[config.mk]
export PLATFORM = sky130hd
export DESIGN_NAME = pipe_stage_reg
export DESIGN_NICKNAME = d
export VERILOG_FILES = /design/src/rtl/pipe_pkg.sv /design/src/rtl/pipe_stage_slot.sv /design/src/rtl/pipe_stage_reg.sv
export SDC_FILE = /design/constraint.sdc
export NUM_CORES = 1
export LEC_CHECK = 0
export CAP_MARGIN = 20
export CORE_MARGIN = 2
export CORE_UTILIZATION = 38
export CTS_CLUSTER_DIAMETER = 80
export DETAILED_ROUTE_END_ITERATION = 16
export HOLD_SLACK_MARGIN = 0.06
export PLACE_DENSITY = 0.79
export SYNTH_ARGS = -nofsm -noshare
export SYNTH_HDL_FRONTEND = slang
export SYNTH_SLANG_ARGS = --single-unit
[constraint.sdc]
create_clock -name clk -period 1.8 [get_ports clk]
set_input_delay 0.54 -clock clk [delete_from_list [all_inputs] [get_ports clk]]
set_output_delay 0.54 -clock clk [all_outputs]
set_load 0.1 [all_outputs]
[src/rtl/pipe_pkg.sv]
// Shared definitions for the inter-stage pipeline registers: stage state
// encodings, per-stage default widths and control-bit positions.
package pipe_pkg;

   localparam logic [1:0] ST_EMPTY = 2'd0;
   localparam logic [1:0] ST_FULL  = 2'd1;
   localparam logic [1:0] ST_SKID  = 2'd2;

   typedef enum logic [1:0] {
      S_EMPTY = ST_EMPTY,
      S_FULL  = ST_FULL,
      S_SKID  = ST_SKID
   } stage_state_t;

   // Default payload/control widths for each latch of the 5-stage core
   localparam int IFID_DATA_W  = 64;
   localparam int IFID_CTRL_W  = 8;
   localparam int IDEX_DATA_W  = 133;
   localparam int IDEX_CTRL_W  = 8;
   localparam int EXMEM_DATA_W = 72;
   localparam int EXMEM_CTRL_W = 8;
   localparam int MEMWB_DATA_W = 69;
   localparam int MEMWB_CTRL_W = 8;

   localparam int CTRL_REGWRITE = 0;
   localparam int CTRL_MEMREAD  = 1;
   localparam int CTRL_MEMWRITE = 2;
   localparam int CTRL_MEMTOREG = 3;

   function automatic logic [1:0] occ_of(input stage_state_t s);
      case (s)
         S_FULL:  return 2'd1;
         S_SKID:  return 2'd2;
         default: return 2'd0;
      endcase
   endfunction

endpackage

[src/rtl/pipe_stage_slot.sv]
// One pipeline holding slot: valid + control + payload, with load and clear.
// Clear beats load; clear zeroes valid and control only.
module pipe_stage_slot
   import pipe_pkg::*;
#(
   parameter int DATA_W = 32,
   parameter int CTRL_W = 8
) (
   input  logic              clk,
   input  logic              rst,
   input  logic              i_load,
   input  logic              i_clear,
   input  logic [DATA_W-1:0] i_data,
   input  logic [CTRL_W-1:0] i_ctrl,
   output logic              o_valid,
   output logic [DATA_W-1:0] o_data,
   output logic [CTRL_W-1:0] o_ctrl
);

   logic              r_valid;
   logic [DATA_W-1:0] r_data;
   logic [CTRL_W-1:0] r_ctrl;

   always_ff @(posedge clk or posedge rst) begin
      if (rst) begin
         r_valid <= 1'b0;
         r_data  <= '0;
         r_ctrl  <= '0;
      end else if (i_clear) begin
         // NOTE: payload keeps its stale value on clear; valid and the zeroed
         // control field are what stop a bubble from having any effect.
         r_valid <= 1'b0;
         r_ctrl  <= '0;
      end else if (i_load) begin
         r_valid <= 1'b1;
         r_data  <= i_data;
         r_ctrl  <= i_ctrl;
      end
   end

   assign o_valid = r_valid;
   assign o_data  = r_data;
   assign o_ctrl  = r_ctrl;

endmodule

[src/rtl/pipe_stage_reg.sv]
// Reusable valid/ready pipeline-stage register with flush and bubble zeroing.
// Define PIPE_STAGE_SKID_EN to add a skid slot and a registered in_ready.
module pipe_stage_reg
   import pipe_pkg::*;
#(
   parameter int DATA_W = 32,
   parameter int CTRL_W = 8
) (
   input  logic              clk,
   input  logic              rst,
   input  logic              in_valid,
   output logic              in_ready,
   input  logic [DATA_W-1:0] in_data,
   input  logic [CTRL_W-1:0] in_ctrl,
   input  logic              flush,
   output logic              out_valid,
   input  logic              out_ready,
   output logic [DATA_W-1:0] out_data,
   output logic [CTRL_W-1:0] out_ctrl,
   output logic [1:0]        occupancy
);

   stage_state_t      r_state;
   stage_state_t      w_state_nxt;
   logic              w_accept;
   logic              w_drain;
   logic              w_main_load;
   logic              w_main_clear;
   logic              w_main_valid;
   logic [DATA_W-1:0] w_main_data_d;
   logic [DATA_W-1:0] w_main_data;
   logic [CTRL_W-1:0] w_main_ctrl_d;
   logic [CTRL_W-1:0] w_main_ctrl;

`ifdef PIPE_STAGE_SKID_EN
   logic              w_skid_load;
   logic              w_skid_clear;
   logic              w_skid_valid;
   logic [DATA_W-1:0] w_skid_data;
   logic [CTRL_W-1:0] w_skid_ctrl;

   // Ready comes straight from a flop, breaking the out_ready timing path.
   assign in_ready  = ~w_skid_valid;
   assign occupancy = occ_of(r_state);
`else
   assign in_ready  = out_ready | ~w_main_valid;
   assign occupancy = {1'b0, r_state == S_FULL};
`endif

   assign w_accept = in_valid & in_ready;
   assign w_drain  = w_main_valid & out_ready;

   always_ff @(posedge clk or posedge rst) begin
      // NOTE: state flops use non-blocking assignment so every register in
      // the design samples the pre-edge values, independent of block order.
      if (rst) r_state <= S_EMPTY;
      else     r_state <= w_state_nxt;
   end

   always_comb begin
      // NOTE: every output of this block gets a default first, so no path
      // through the case statement can infer a latch.
      w_state_nxt   = r_state;
      w_main_load   = 1'b0;
      w_main_clear  = 1'b0;
      w_main_data_d = in_data;
      w_main_ctrl_d = in_ctrl;
`ifdef PIPE_STAGE_SKID_EN
      w_skid_load   = 1'b0;
      w_skid_clear  = 1'b0;
`endif
      if (flush) begin
         w_state_nxt  = S_EMPTY;
         w_main_clear = 1'b1;
`ifdef PIPE_STAGE_SKID_EN
         w_skid_clear = 1'b1;
`endif
      end else begin
         case (r_state)
            S_EMPTY: begin
               if (w_accept) begin
                  w_main_load = 1'b1;
                  w_state_nxt = S_FULL;
               end
            end
            S_FULL: begin
               if (w_accept && w_drain) begin
                  w_main_load = 1'b1;
`ifdef PIPE_STAGE_SKID_EN
               end else if (w_accept) begin
                  w_skid_load = 1'b1;
                  w_state_nxt = S_SKID;
`endif
               end else if (w_drain) begin
                  w_main_clear = 1'b1;
                  w_state_nxt  = S_EMPTY;
               end
            end
`ifdef PIPE_STAGE_SKID_EN
            S_SKID: begin
               // Skid beat is older than anything upstream, so it refills main.
               if (w_drain) begin
                  w_main_load   = 1'b1;
                  w_main_data_d = w_skid_data;
                  w_main_ctrl_d = w_skid_ctrl;
                  w_skid_clear  = 1'b1;
                  w_state_nxt   = S_FULL;
               end
            end
`endif
            default: w_state_nxt = S_EMPTY;
         endcase
      end
   end

   pipe_stage_slot #(.DATA_W(DATA_W), .CTRL_W(CTRL_W)) u_main (
      .clk     (clk),
      .rst     (rst),
      .i_load  (w_main_load),
      .i_clear (w_main_clear),
      .i_data  (w_main_data_d),
      .i_ctrl  (w_main_ctrl_d),
      .o_valid (w_main_valid),
      .o_data  (w_main_data),
      .o_ctrl  (w_main_ctrl)
   );

`ifdef PIPE_STAGE_SKID_EN
   pipe_stage_slot #(.DATA_W(DATA_W), .CTRL_W(CTRL_W)) u_skid (
      .clk     (clk),
      .rst     (rst),
      .i_load  (w_skid_load),
      .i_clear (w_skid_clear),
      .i_data  (in_data),
      .i_ctrl  (in_ctrl),
      .o_valid (w_skid_valid),
      .o_data  (w_skid_data),
      .o_ctrl  (w_skid_ctrl)
   );
`endif

   assign out_valid = w_main_valid;
   assign out_data  = w_main_data;
   assign out_ctrl  = w_main_ctrl;

endmodule

# After elaboration in Yosys (flattened, before gate mapping)
# Index checks and enable logic that the tools add are counted.
# word_totals
regBits,43
latch_bits,0
ramBits,0
mem_bits_ro,0
in_bits,45
out_inout_bits,44
wordCells,35
memories,0
# op_classes
addsub,0
n_mul,0
div,0
n_lt_le_gt_ge,0
eq_ne,4
shift,0
muxes,17
bitwise_logic,5
reduce_logical,5
# ops
operator,count
8-bit two-way mux,2
1-bit two-way mux,9
2-bit two-way mux,4
3-bit inequality test (second input constant),2
2-bit one-hot mux with 2 select lines,1
3-bit by 2-bit inequality test with 1-bit output (second input constant),1
3-bit AND reduction,1
1-bit bitwise AND,2
2-bit by 1-bit == test with 1-bit output (second input constant),1
2-bit zero test,1
1-bit NOT,2
1-bit one-hot mux with 2 select lines,1
2-bit AND reduction,1
2-bit nonzero test,1
1-bit logical AND,1
1-bit OR,1

# Longest topological paths before layout
# Gate-level depths: netlist of the first run.
# depth
ltp_word,9
depth_mapped,4
depth_no_buf,3

# Cells and area by module
# Synthesis of the first run repeated with hierarchy kept, for this count alone.
# unflattened
hier_cells,111
hier_area_um2,1826.8
# modules_own_cells
mod,instances,cells_per_inst,area_per_inst_um2,seq_area_each_um2
pipe_stage_slot,1,99,1727.9,1026.0
pipe_stage_reg,1,12,98.8,25.0

# Worst setup path before layout of the first run
# OpenSTA, ideal clock, no wires.
# synth_timing
path_type,reg-to-reg
startpoint,"register u_main.r_valid, in the netlist u_main.o_valid"
endpoint,"register u_main.r_data[0], in the netlist u_main.o_data[0]"
setup_time_ns,0.128
arrival_time_ns,2.392
required_ns,1.672
setup_slack_ns,-0.720
path_stages_with_launch,5
path_buffers,1
synth_period_minus_slack_ns,2.520
path_cell_list,dfrtp_1 -> nand2b_2 -> nor3b_4 -> buf_4 -> mux2_1
# synth_via
elab_chain_len,9
elab_cells_between_ends,15
classes_between,mux: 8; bitwise: 5; reduce/logical: 2
# synth_rtl
element,line,text
"start, declared",pipe_stage_slot.sv:20,logic r_valid;
"start signal, assigned",pipe_stage_slot.sv:26,r_valid <= 1'b0;
"start signal, assigned",pipe_stage_slot.sv:32,r_valid <= 1'b0;
"start signal, assigned",pipe_stage_slot.sv:35,r_valid <= 1'b1;
1-bit NOT *,pipe_stage_reg.sv:46,assign in_ready = out_ready | ~w_main_valid;
1-bit OR *,pipe_stage_reg.sv:46,
net in_ready,pipe_stage_reg.sv:12,"output logic in_ready,"
1-bit bitwise AND *,pipe_stage_reg.sv:50,assign w_accept = in_valid & in_ready;
1-bit logical AND,pipe_stage_reg.sv:87,if (w_accept && w_drain) begin
1-bit two-way mux,pipe_stage_reg.sv:87,
1-bit two-way mux,pipe_stage_reg.sv:79,case (r_state)
1-bit two-way mux,pipe_stage_reg.sv:72,if (flush) begin
1-bit NOT (no source line),--,
2-bit AND reduction (no source line) *,--,
"end signal, assigned",pipe_stage_slot.sv:36,r_data <= i_data;
"end, declared",pipe_stage_slot.sv:21,logic [DATA_W-1:0] r_data;
# The timed path passes the listed nets; every way through them passes the cells marked *.
# A chain may end at the register's enable or synchronous reset.

# Worst setup path after layout of the first run
# layout_timing
startpoint,input port out_ready
endpoint,output port in_ready
# layout_via
elab_chain_len,1
# layout_rtl
element,line,text
"start, declared",pipe_stage_reg.sv:17,"input logic out_ready,"
1-bit OR,pipe_stage_reg.sv:46,
"end, declared",pipe_stage_reg.sv:12,
# Every way passes these cells.

==> results of run 1 <==
==> report_power, final <==
part / internal, mW / leakage (nW) / switching (mW) / total, mW
logic: 0.996 / 0.932 / 1.58 / 2.57
registers: 1.12 / 0.507 / 0.218 / 1.34
clock network: 0.310 / 0.0482 / 0.340 / 0.650
==> cells in the final DEF (no fill, tap or decap), types with 3 or more instances in the layout <==
cell type | synthesis | layout
mux2_4 | 0 | 15
clkdlybuf4s50_1 | 0 | 41
a22o_1 | 8 | 8
buf_12 | 0 | 45
buf_4 | 2 | 5
clkbuf_8 | 0 | 6
buf_6 | 3 | 3
mux2_2 | 31 | 16
dfrtp_1 | 42 | 40
==> cell usage after synthesis <==
library cell   n
a21oi_1        2
a21oi_2        1
a22o_1         8
buf_4          2
buf_6          3
conb_1         1
dfrtp_1       42
inv_1          1
mux2_1         2
mux2_2        31
nand2_1        2
nand2b_1       1
nand2b_2       1
nor2_1         1
nor2b_2        1
nor3_1         2
nor3b_4        1
==> logic make-up after synthesis <==
group | count (synthesis) | share of synthesized area [%]
buffers and inverters | 6 | 3.220
flip-flops | 42 | 64.42
AO/OA/AOI/OAI | 11 | 5.445
multiplexers | 33 | 22.78
other | 1 | 0.2298
AND/OR/NAND/NOR | 9 | 3.912
==> through the flow <==
stage / std cells / hold WS (ns)
after floorplan: 102 / 0.6098
after global placement: 242 / 0.5340
after detailed placement: 242 / 0.5458
after CTS: 253 / 0.5645
after global routing: 255 / 0.5843
final: 255 / 0.5687
==> worst max-delay path, cell delays in order <==
cell and delay, ns:
dlygate4sd2_1 0.25, nand2b_4 0.15, buf_6 0.12, buf_12 0.16
==> state kept, by name, summed over array words and instances, names as in the netlist <==
signal,flops
u_main.o_data,32
u_main.o_ctrl,8
r_state,1
u_main.o_valid,1
==> layout make-up <==
cell class | instances | area, µm²
Clock buffer | 7 | 86.33
Inverter | 1 | 3.754
Clock inverter | 1 | 5.005
Fill cell | 194 | 753.2
Sequential cell | 42 | 1056
Multi-Input combinational cell | 54 | 596.8
Tap cell | 50 | 62.56
Timing Repair Buffer | 100 | 1494
==> timing repair <==
| item | in CTS | in global routing |
|---|---|---|
| gates resized for setup | 3 | 5 |
| pin swaps | 1 | 1 |
| setup endpoints to repair | 21 | 40 |
| cloned | 1 | 2 |
| buffers inserted | 2 | 0 |
==> path summary, 6_finish.rpt <==
check,startpoint,to,cells past startpoint
hold reg to reg,u_main.o_data[1],u_main.o_data[1],1
min in group asynchronous,rst,u_main.o_data[15],3
setup reg to reg,r_state[0],u_main.o_data[9],5
setup / recovery,out_ready,in_ready,4
max in group asynchronous,rst,u_main.o_valid,3
hold / removal,u_main.o_data[1],u_main.o_data[1],1
==> per-layer routing <==
layer	wire length, µm	GRT usage [%]
met5	0	0
met3	292	5.523
met4	104	7.190
met1	2103	26.71
met2	2702	34.94
==> reports/metrics.cfg, run 1 <==
[global_routing]
grt_pass1_vias = 1345
antenna_found_initial = 0
grt_max_degree = 43
grt_pass1_wl_mm = 7.645
overflow = 0
grt_usage_pct = 21.05

[place]
pre_cts_ws_ns = -0.3541
portBuffers = 87
place_area_um2 = 3098
place_hpwl_mm = 3.410
globalplace.congestion = 0.7789

[yosys]
yosysWarnings = 0
syn_area_per_cell_um2 = 16.00
synth_top_cell_by_area = dfrtp_1
synthesis.nets = 147
yosysTopAreaCellShare_pct = 64.42
ys_seq_area_share_pct = 64.42
ys_ff_latch = 42
synthCells = 102
syn_area_um2 = 1632
synthTopCellsByArea = dfrtp_1 64%, mux2_2 21%, a22o_1 4.3%, buf_6 2.1%, mux2_1 1.4%
synth_cell_type_count = 17

[critical_path]
worstSetupPathType = in -> out
crit_required_ns = 1.26
arrival_ns = 1.23
r2r_slack_ns = 0.18
crit_path_start_kind = primary input
critPathCaptureType = output port
crit_fanout = 3

[sta]
post-route-min-period_ns = 1.769
setup_tns_ns = 0
fin_crit_sh_pct = 98.26
rsz0062_at_grt = no
max_freq_mhz = 565.4
clock_skew_ns = 0.01365
finalSetupViolCount = 0
finalHoldViolCount = 0
fin_ws_ns = 0.03135
slew_violations = 0

[cells_and_area]
final_nets = 249
syn_to_final_growth_pct = 102.5
final_core_util_pct = 81.44
design_area_um2 = 3304
antenna_cells = 0
drive_gt1_share_pct = 49.27

[detailed_routing]
wl_per_cell_um = 20.40
drtAntennaViolNets = 0
num_vias = 1264
drc = 0
wl_mm = 5.203
drt_iter0_drc = 65
drt-vias-per-instance = 4.957
first_pass_iters = 4

[die]
start_util_pct = 40.21
std_cell_rows = 23
io_pins = 89
dieHeight_um = 69.53
coreArea_um2 = 4058
die_area_um2 = 4834
fp.dieW_um = 69.53

[clock_network]
cts_hold_buf = 0
cts_buffer_depth = 2
cts_root_buf = clkbuf_8
cts.sinks = 42
cts_tree = done
clk_latency_ns = 0.30
numCtsBuffers = 5
htreeDepth = 2
clk_pin_slew_worst_paths_ns = 0.09

[run_status]
outcome = completed

[pwr]
ir_drop_v = 0.0005850
p_total_mw = 4.564
p_per_area_nw_per_um2 = 1381
total_leakage_power_nw = 1.488

[flow_run]
cap_violations = 0

[hold_path]
holdCritPathClass = reg -> reg

Note: power is estimated with default switching activity, not from simulation.
==> inputs of run 2 (changes only) <==
CAP_MARGIN = default   (was 20)
==> results of run 2 <==
The final DEF is identical to that of run 1; final timing and power are the same.
